<file path="src/rtl/elevator_scheduler.sv">
// elevator_scheduler: LOOK-policy car sequencer with sticky hall/cabin call masks
module elevator_scheduler #(
    parameter int FLOOR       = 6,
    parameter int FW          = 3,
    parameter int FLOOR_TICKS = 200,
    parameter int DOOR_TICKS  = 400
) (
    input  logic             clk,
    input  logic             rst_n,
    input  logic [FLOOR-1:0] req_up,
    input  logic [FLOOR-1:0] req_down,
    input  logic [FLOOR-1:0] req_inside,
    output logic [FW-1:0]    cur_floor,
    output logic [1:0]       dir,
    output logic             moving,
    output logic             door_open,
    output logic             arrive,
    output logic [FLOOR-1:0] pend_up,
    output logic [FLOOR-1:0] pend_down,
    output logic [FLOOR-1:0] pend_inside
);

    localparam logic [1:0] D_IDLE = 2'b00;
    localparam logic [1:0] D_UP   = 2'b01;
    localparam logic [1:0] D_DN   = 2'b10;
    localparam int TMAX = (FLOOR_TICKS > DOOR_TICKS) ? FLOOR_TICKS : DOOR_TICKS;
    localparam int TW   = (TMAX > 1) ? $clog2(TMAX) : 1;
    localparam logic [TW-1:0]    FT_LD = TW'(FLOOR_TICKS - 1);
    localparam logic [TW-1:0]    DT_LD = TW'(DOOR_TICKS - 1);
    localparam logic [FW-1:0]    TOP   = FW'(FLOOR - 1);
    localparam logic [FLOOR-1:0] UP_OK = {1'b0, {(FLOOR-1){1'b1}}};
    localparam logic [FLOOR-1:0] DN_OK = {{(FLOOR-1){1'b1}}, 1'b0};

    typedef enum logic [1:0] {S_IDLE, S_MOVE, S_DOOR} state_t;

    state_t           state, state_nxt;
    logic [1:0]       dir_nxt;
    logic [TW-1:0]    timer, timer_nxt;
    logic [FW-1:0]    floor_nxt;
    logic [FLOOR-1:0] any_mask, onehot, set_up, set_dn, clr_up, clr_dn, clr_in;
    logic             above, below, here, ahead, behind, at_dir, stop, hold, step;

    // Summarise the registered call masks relative to the car position
    always_comb begin
        any_mask = pend_up | pend_down | pend_inside;
        above    = 1'b0;
        below    = 1'b0;
        for (int i = 0; i < FLOOR; i++) begin
            above = above | (any_mask[i] & (FW'(i) > cur_floor));
            below = below | (any_mask[i] & (FW'(i) < cur_floor));
        end
        onehot = FLOOR'(1) << cur_floor;
        here   = any_mask[cur_floor];
        ahead  = (dir == D_DN) ? below : above;
        behind = (dir == D_DN) ? above : below;
        at_dir = (dir == D_UP) ? pend_up[cur_floor] : pend_down[cur_floor];
        stop   = pend_inside[cur_floor] | at_dir | (~ahead & here);
        set_up = req_up & UP_OK;
        set_dn = req_down & DN_OK;
        hold   = (state == S_DOOR) & (req_inside[cur_floor]
                 | (set_up[cur_floor] & ((dir != D_DN) | ~above))
                 | (set_dn[cur_floor] & ((dir != D_UP) | ~below)));
    end

    // Next state and travel direction under the LOOK policy
    always_comb begin
        state_nxt = state;
        dir_nxt   = dir;
        case (state)
            S_IDLE: begin
                if (here) begin
                    state_nxt = S_DOOR;
                end else if (above) begin
                    state_nxt = S_MOVE;
                    dir_nxt   = D_UP;
                end else if (below) begin
                    state_nxt = S_MOVE;
                    dir_nxt   = D_DN;
                end
            end
            S_MOVE: begin
                if (arrive && stop) begin
                    state_nxt = S_DOOR;
                end else if (arrive && !ahead) begin
                    state_nxt = S_IDLE;
                    dir_nxt   = D_IDLE;
                end
            end
            S_DOOR: begin
                if (!hold && timer == '0) begin
                    if (ahead) begin
                        state_nxt = S_MOVE;
                        dir_nxt   = (dir == D_IDLE) ? D_UP : dir;
                    end else if (behind) begin
                        state_nxt = S_MOVE;
                        dir_nxt   = (dir == D_DN) ? D_UP : D_DN;
                    end else if (here) begin
                        dir_nxt   = (dir == D_UP) ? D_DN : (dir == D_DN) ? D_UP : D_IDLE;
                    end else begin
                        state_nxt = S_IDLE;
                        dir_nxt   = D_IDLE;
                    end
                end
            end
            default: begin
                state_nxt = S_IDLE;
                dir_nxt   = D_IDLE;
            end
        endcase
    end

    // Status outputs, stop clears, floor stepping and timer reloads
    always_comb begin
        moving    = (state == S_MOVE);
        door_open = (state == S_DOOR);
        clr_in    = (state_nxt == S_DOOR) ? onehot : '0;
        clr_up    = ((state_nxt == S_DOOR) && ((dir_nxt != D_DN) || !above)) ? onehot : '0;
        clr_dn    = ((state_nxt == S_DOOR) && ((dir_nxt != D_UP) || !below)) ? onehot : '0;
        step      = (state == S_MOVE) && (state_nxt == S_MOVE) && (timer == '0)
                    && ((dir == D_UP) ? (cur_floor != TOP) : (dir == D_DN) ? (cur_floor != '0) : 1'b0);
        floor_nxt = !step ? cur_floor : (dir == D_UP) ? cur_floor + FW'(1) : cur_floor - FW'(1);
        timer_nxt = (state_nxt == S_MOVE) ? (((state != S_MOVE) || (timer == '0)) ? FT_LD : timer - TW'(1))
                  : (state_nxt == S_DOOR) ? (((state != S_DOOR) || hold || (timer == '0)) ? DT_LD : timer - TW'(1))
                  : '0;
    end

    // State register
    always_ff @(posedge clk) begin
        state <= !rst_n ? S_IDLE : state_nxt;
    end

    // Car position, direction, timer and pending masks; a clear beats a same-cycle set
    always_ff @(posedge clk) begin
        if (!rst_n) begin
            cur_floor   <= '0;
            dir         <= D_IDLE;
            arrive      <= 1'b0;
            timer       <= '0;
            pend_up     <= '0;
            pend_down   <= '0;
            pend_inside <= '0;
        end else begin
            cur_floor   <= floor_nxt;
            dir         <= dir_nxt;
            arrive      <= step;
            timer       <= timer_nxt;
            pend_up     <= (pend_up | set_up) & ~clr_up;
            pend_down   <= (pend_down | set_dn) & ~clr_dn;
            pend_inside <= (pend_inside | req_inside) & ~clr_in;
        end
    end

endmodule

</file>
<file path="config.mk">
export PLATFORM = sky130hd
export DESIGN_NAME = elevator_scheduler
export DESIGN_NICKNAME = d
export VERILOG_FILES = /design/src/rtl/elevator_scheduler.sv
export SDC_FILE = /design/constraint.sdc
export NUM_CORES = 1
export LEC_CHECK = 0
export ABC_AREA = 1
export CAP_MARGIN = 0
export CORE_MARGIN = 5
export CORE_UTILIZATION = 36
export CTS_BUF_LIST = sky130_fd_sc_hd__clkbuf_4
export DETAILED_ROUTE_END_ITERATION = 8
export PLACE_DENSITY = 0.58
export RECOVER_POWER = 50
export REMOVE_ABC_BUFFERS = 1
export SLEW_MARGIN = 15
export SYNTH_ARGS = -nofsm -noshare
export SYNTH_HDL_FRONTEND = slang
export SYNTH_SLANG_ARGS = --single-unit
</file>
<file path="constraint.sdc">
create_clock -name clk -period 2.95 [get_ports clk]
set_input_delay 0.885 -clock clk [delete_from_list [all_inputs] [get_ports clk]]
set_output_delay 0.885 -clock clk [all_outputs]
set_load 0.1 [all_outputs]
</file>
==> run summary <==
status = finished clean
gr usage total = 16.8%
PD cells = 793 nW/um^2
ratio of cells with drive above 1 in the final layout = 12.6%
final period utilization = 88.6%
TritonCTS sink count = 35
DR WL/cell = 12.6 microns
Layout Utilization = 43.8%
initial antenna violation count = 0
area grow syn2layout = 18.7%
first-pass GRT wire length = 11,700 microns
global route overflow = 0
die width = 93.5 microns
Multi-input gate area = 1540 sq um
Finished Layout Cells = 558
vias = 2,627
CTS tree = done
post-synth top area cell = dfxtp_1
cells along the critical path = clkdlybuf4s50_1, nor2_1, nor2_1, nand3_1, nand2_1, nand2_1, nand3_1, nand2_2, buf_4, nand2_1, nand2_1, nand3_1, nand3_1, nor2_4, nor2_1, nor2_1
CP Launch Type = input port
die footprint = 8730 sq um
CP Capture Type = flop
Hold Violations, Final = 0
crit-path max cell delay = 480 ps
P_leak = 0.00139 uW
post-synth top area share = 27.9%
starting density of the core = 36.9%
Critical Path RT = 3230 ps
vias in the first global route = 2,408
WS Path Type = in2reg
max_cap viols = 0
Syn Inst Count = 408
Filler Cell Count = 746
RSZ-0062 raised after global routing = no
Final nets = 489
1st-iter DRT viols = 179
# resized after CTS = 0
Switching Power = 1290 uW
num rows = 30
Yosys reg bits = 35
DPL Wire Length = 5510 microns
top-count cell post-synth = nand2_1
Distinct cells, synth = 33
Clock Path Buffers = 2
Synth top cells by count = nand2_1, nor2_1, inv_1
Reg area = 701 sq um
internal power = 1070 uW
# IOs = 46
Detailed Routing Iterations Pass 1 = 4
clock group share of total power = 11.0%
design area = 2980 sq um
Synthesis Warnings = 0
worst hold slack = 486 ps
# diodes = 0
Final Setup Violations = 0
Placed Area = 3020 sq um
clk_lat worst skew = 350 ps
Post-route DRC = 0
met2 wire len = 3060 microns
total power = 2360 uW
final WL = 7050 microns
minimum clock period = 2610 ps
top sig layer = met4
DR vias/cell = 4.71
Peak Freq = 383 MHz
TritonCTS Buffers = 5
post-route ant nets = 0
clock root buffer = clkbuf_4
Die Y = 93.5 microns
Hold Buf Count CTS = 0
critical path arrival = 2900 ps
met3 WL = 414 microns
Synth async-reset ratio = 0%
Reg clk slew, reported paths = 100 ps
Placed Cells = 551
routability cong. = 0.875
crit path max fanout = 6
Syn Area/Cell = 6.15 sq um
port bufs = 43
maximum VDD drop = 0.208 mV
Worst path slowest cell = clkdlybuf4s50_1
post-CTS setup buffers = 0
ys flop type = dfxtp_1
Core Box Area = 6790 sq um
Hold Crit Class = reg2reg
Seq/Total Area, Yosys = 27.9%
Final Max Tran Viols = 0
WL met1 = 3450 microns
largest net degree at the start of global routing = 19
Net Sw Frac = 54.7%
Area contributors post-synth = dfxtp_1, nand2_1, nor2_1
Combinational Power Share = 62.1%
Max-slew headroom = 22.5%
H-tree Lvls = 2
sequential share of power = 26.9%
Post-synth EDFFs = 0
actual slew at the worst max-slew pin = 1170 ps
cell area after synthesis = 2510 sq um
Clock Skews = 19.4 ps
## routing by layer
metal	vias up	track usage (%)
met5	-	0
met4	0	5.25
met3	10	2.98
met2	71	25.4
met1	1158	24.1
li1	1388	-
## flip-flops by register name (all words and copies together), names as in the netlist
register     flops
arrive           1
cur_floor        3
dir              2
pend_down        6
pend_inside      6
pend_up          6
state            2
timer            9
## placed cells by master (no fill, tap or decap), types with 2 or more instances in the layout
master           instances
inv_1                   38
a22oi_1                  3
a21oi_2                  2
nor3_1                   3
clkbuf_2                 3
inv_4                    3
nor2_2                   4
dfxtp_1                 35
nand3_2                  2
xnor2_1                  4
a21oi_1                 20
nand3_1                 21
buf_4                   12
nor2_1                  66
nand2_2                 10
nand2_1                124
clkinv_1                 2
nor2_4                   4
o21ai_0                 28
o22ai_1                  2
ha_1                     7
o21ai_1                  4
xor2_1                   4
inv_2                    7
clkbuf_4                 6
clkdlybuf4s50_1         17
clkbuf_1                21
## metrics by stage
stage / setup slack, ps / TNS [ps]
after floorplan: -318 / -7230
after global placement: 29.2 / 0
after detailed placement: 27.9 / 0
after CTS: 393 / 0
after global routing: 168 / 0
final: 336 / 0
## worst paths after layout
| kind | startpoint | endpoint | slack (ps) | depth (start not counted) |
|---|---|---|---|---|
| worst max-delay path | req_up[0] | pend_up[0]$_SDFF_PN0_ | 340 | 16 |
| worst min-delay path | pend_down[0]$_SDFF_PN0_ | pend_down[0]$_SDFF_PN0_ | 490 | 2 |
| worst max register to register | cur_floor[0]$_SDFFE_PN0P_ | pend_up[4]$_SDFF_PN0_ | 490 | 15 |
| worst min register to register | pend_down[0]$_SDFF_PN0_ | pend_down[0]$_SDFF_PN0_ | 490 | 2 |
## layout make-up
| type | count | share of cell area [%] |
|---|---|---|
| multi-input combinational | 316 | 51.6 |
| sequential | 35 | 23.5 |
| timing repair buffer | 55 | 12.8 |
| inverter | 49 | 6.43 |
| tap | 96 | 4.04 |
| clock buffer | 5 | 1.26 |
| clock inverter | 2 | 0.294 |
## kinds of logic (layout without fill, tap and decap cells)
kind of cell / Yosys count / count (layout) / share of synthesized area [%]
DFF: 35 / 35 / 27.9
AOI/OAI and AO/OA: 61 / 61 / 13.0
xor gates and xnor gates: 8 / 8 / 2.79
and+or+nand+nor: 240 / 240 / 42.3
buffers and inverters: 57 / 111 / 10.5
adders and majority gates: 7 / 7 / 3.49
## power groups by stage
stage	Sequential [uW]	Combinational (uW)	Clock (uW)
after global routing	649	1620	283
after global placement	645	1500	0
after CTS	635	1510	265
final	634	1470	260
after floorplan	909	868	0
after detailed placement	645	1510	0
## worst max-delay path, delay by kind of cell
family                 cells  cell delay [ps]
and+or+nand+nor           14             1370
buffers and inverters      2              630
No activity file was read; power rests on OpenSTA's default activity.
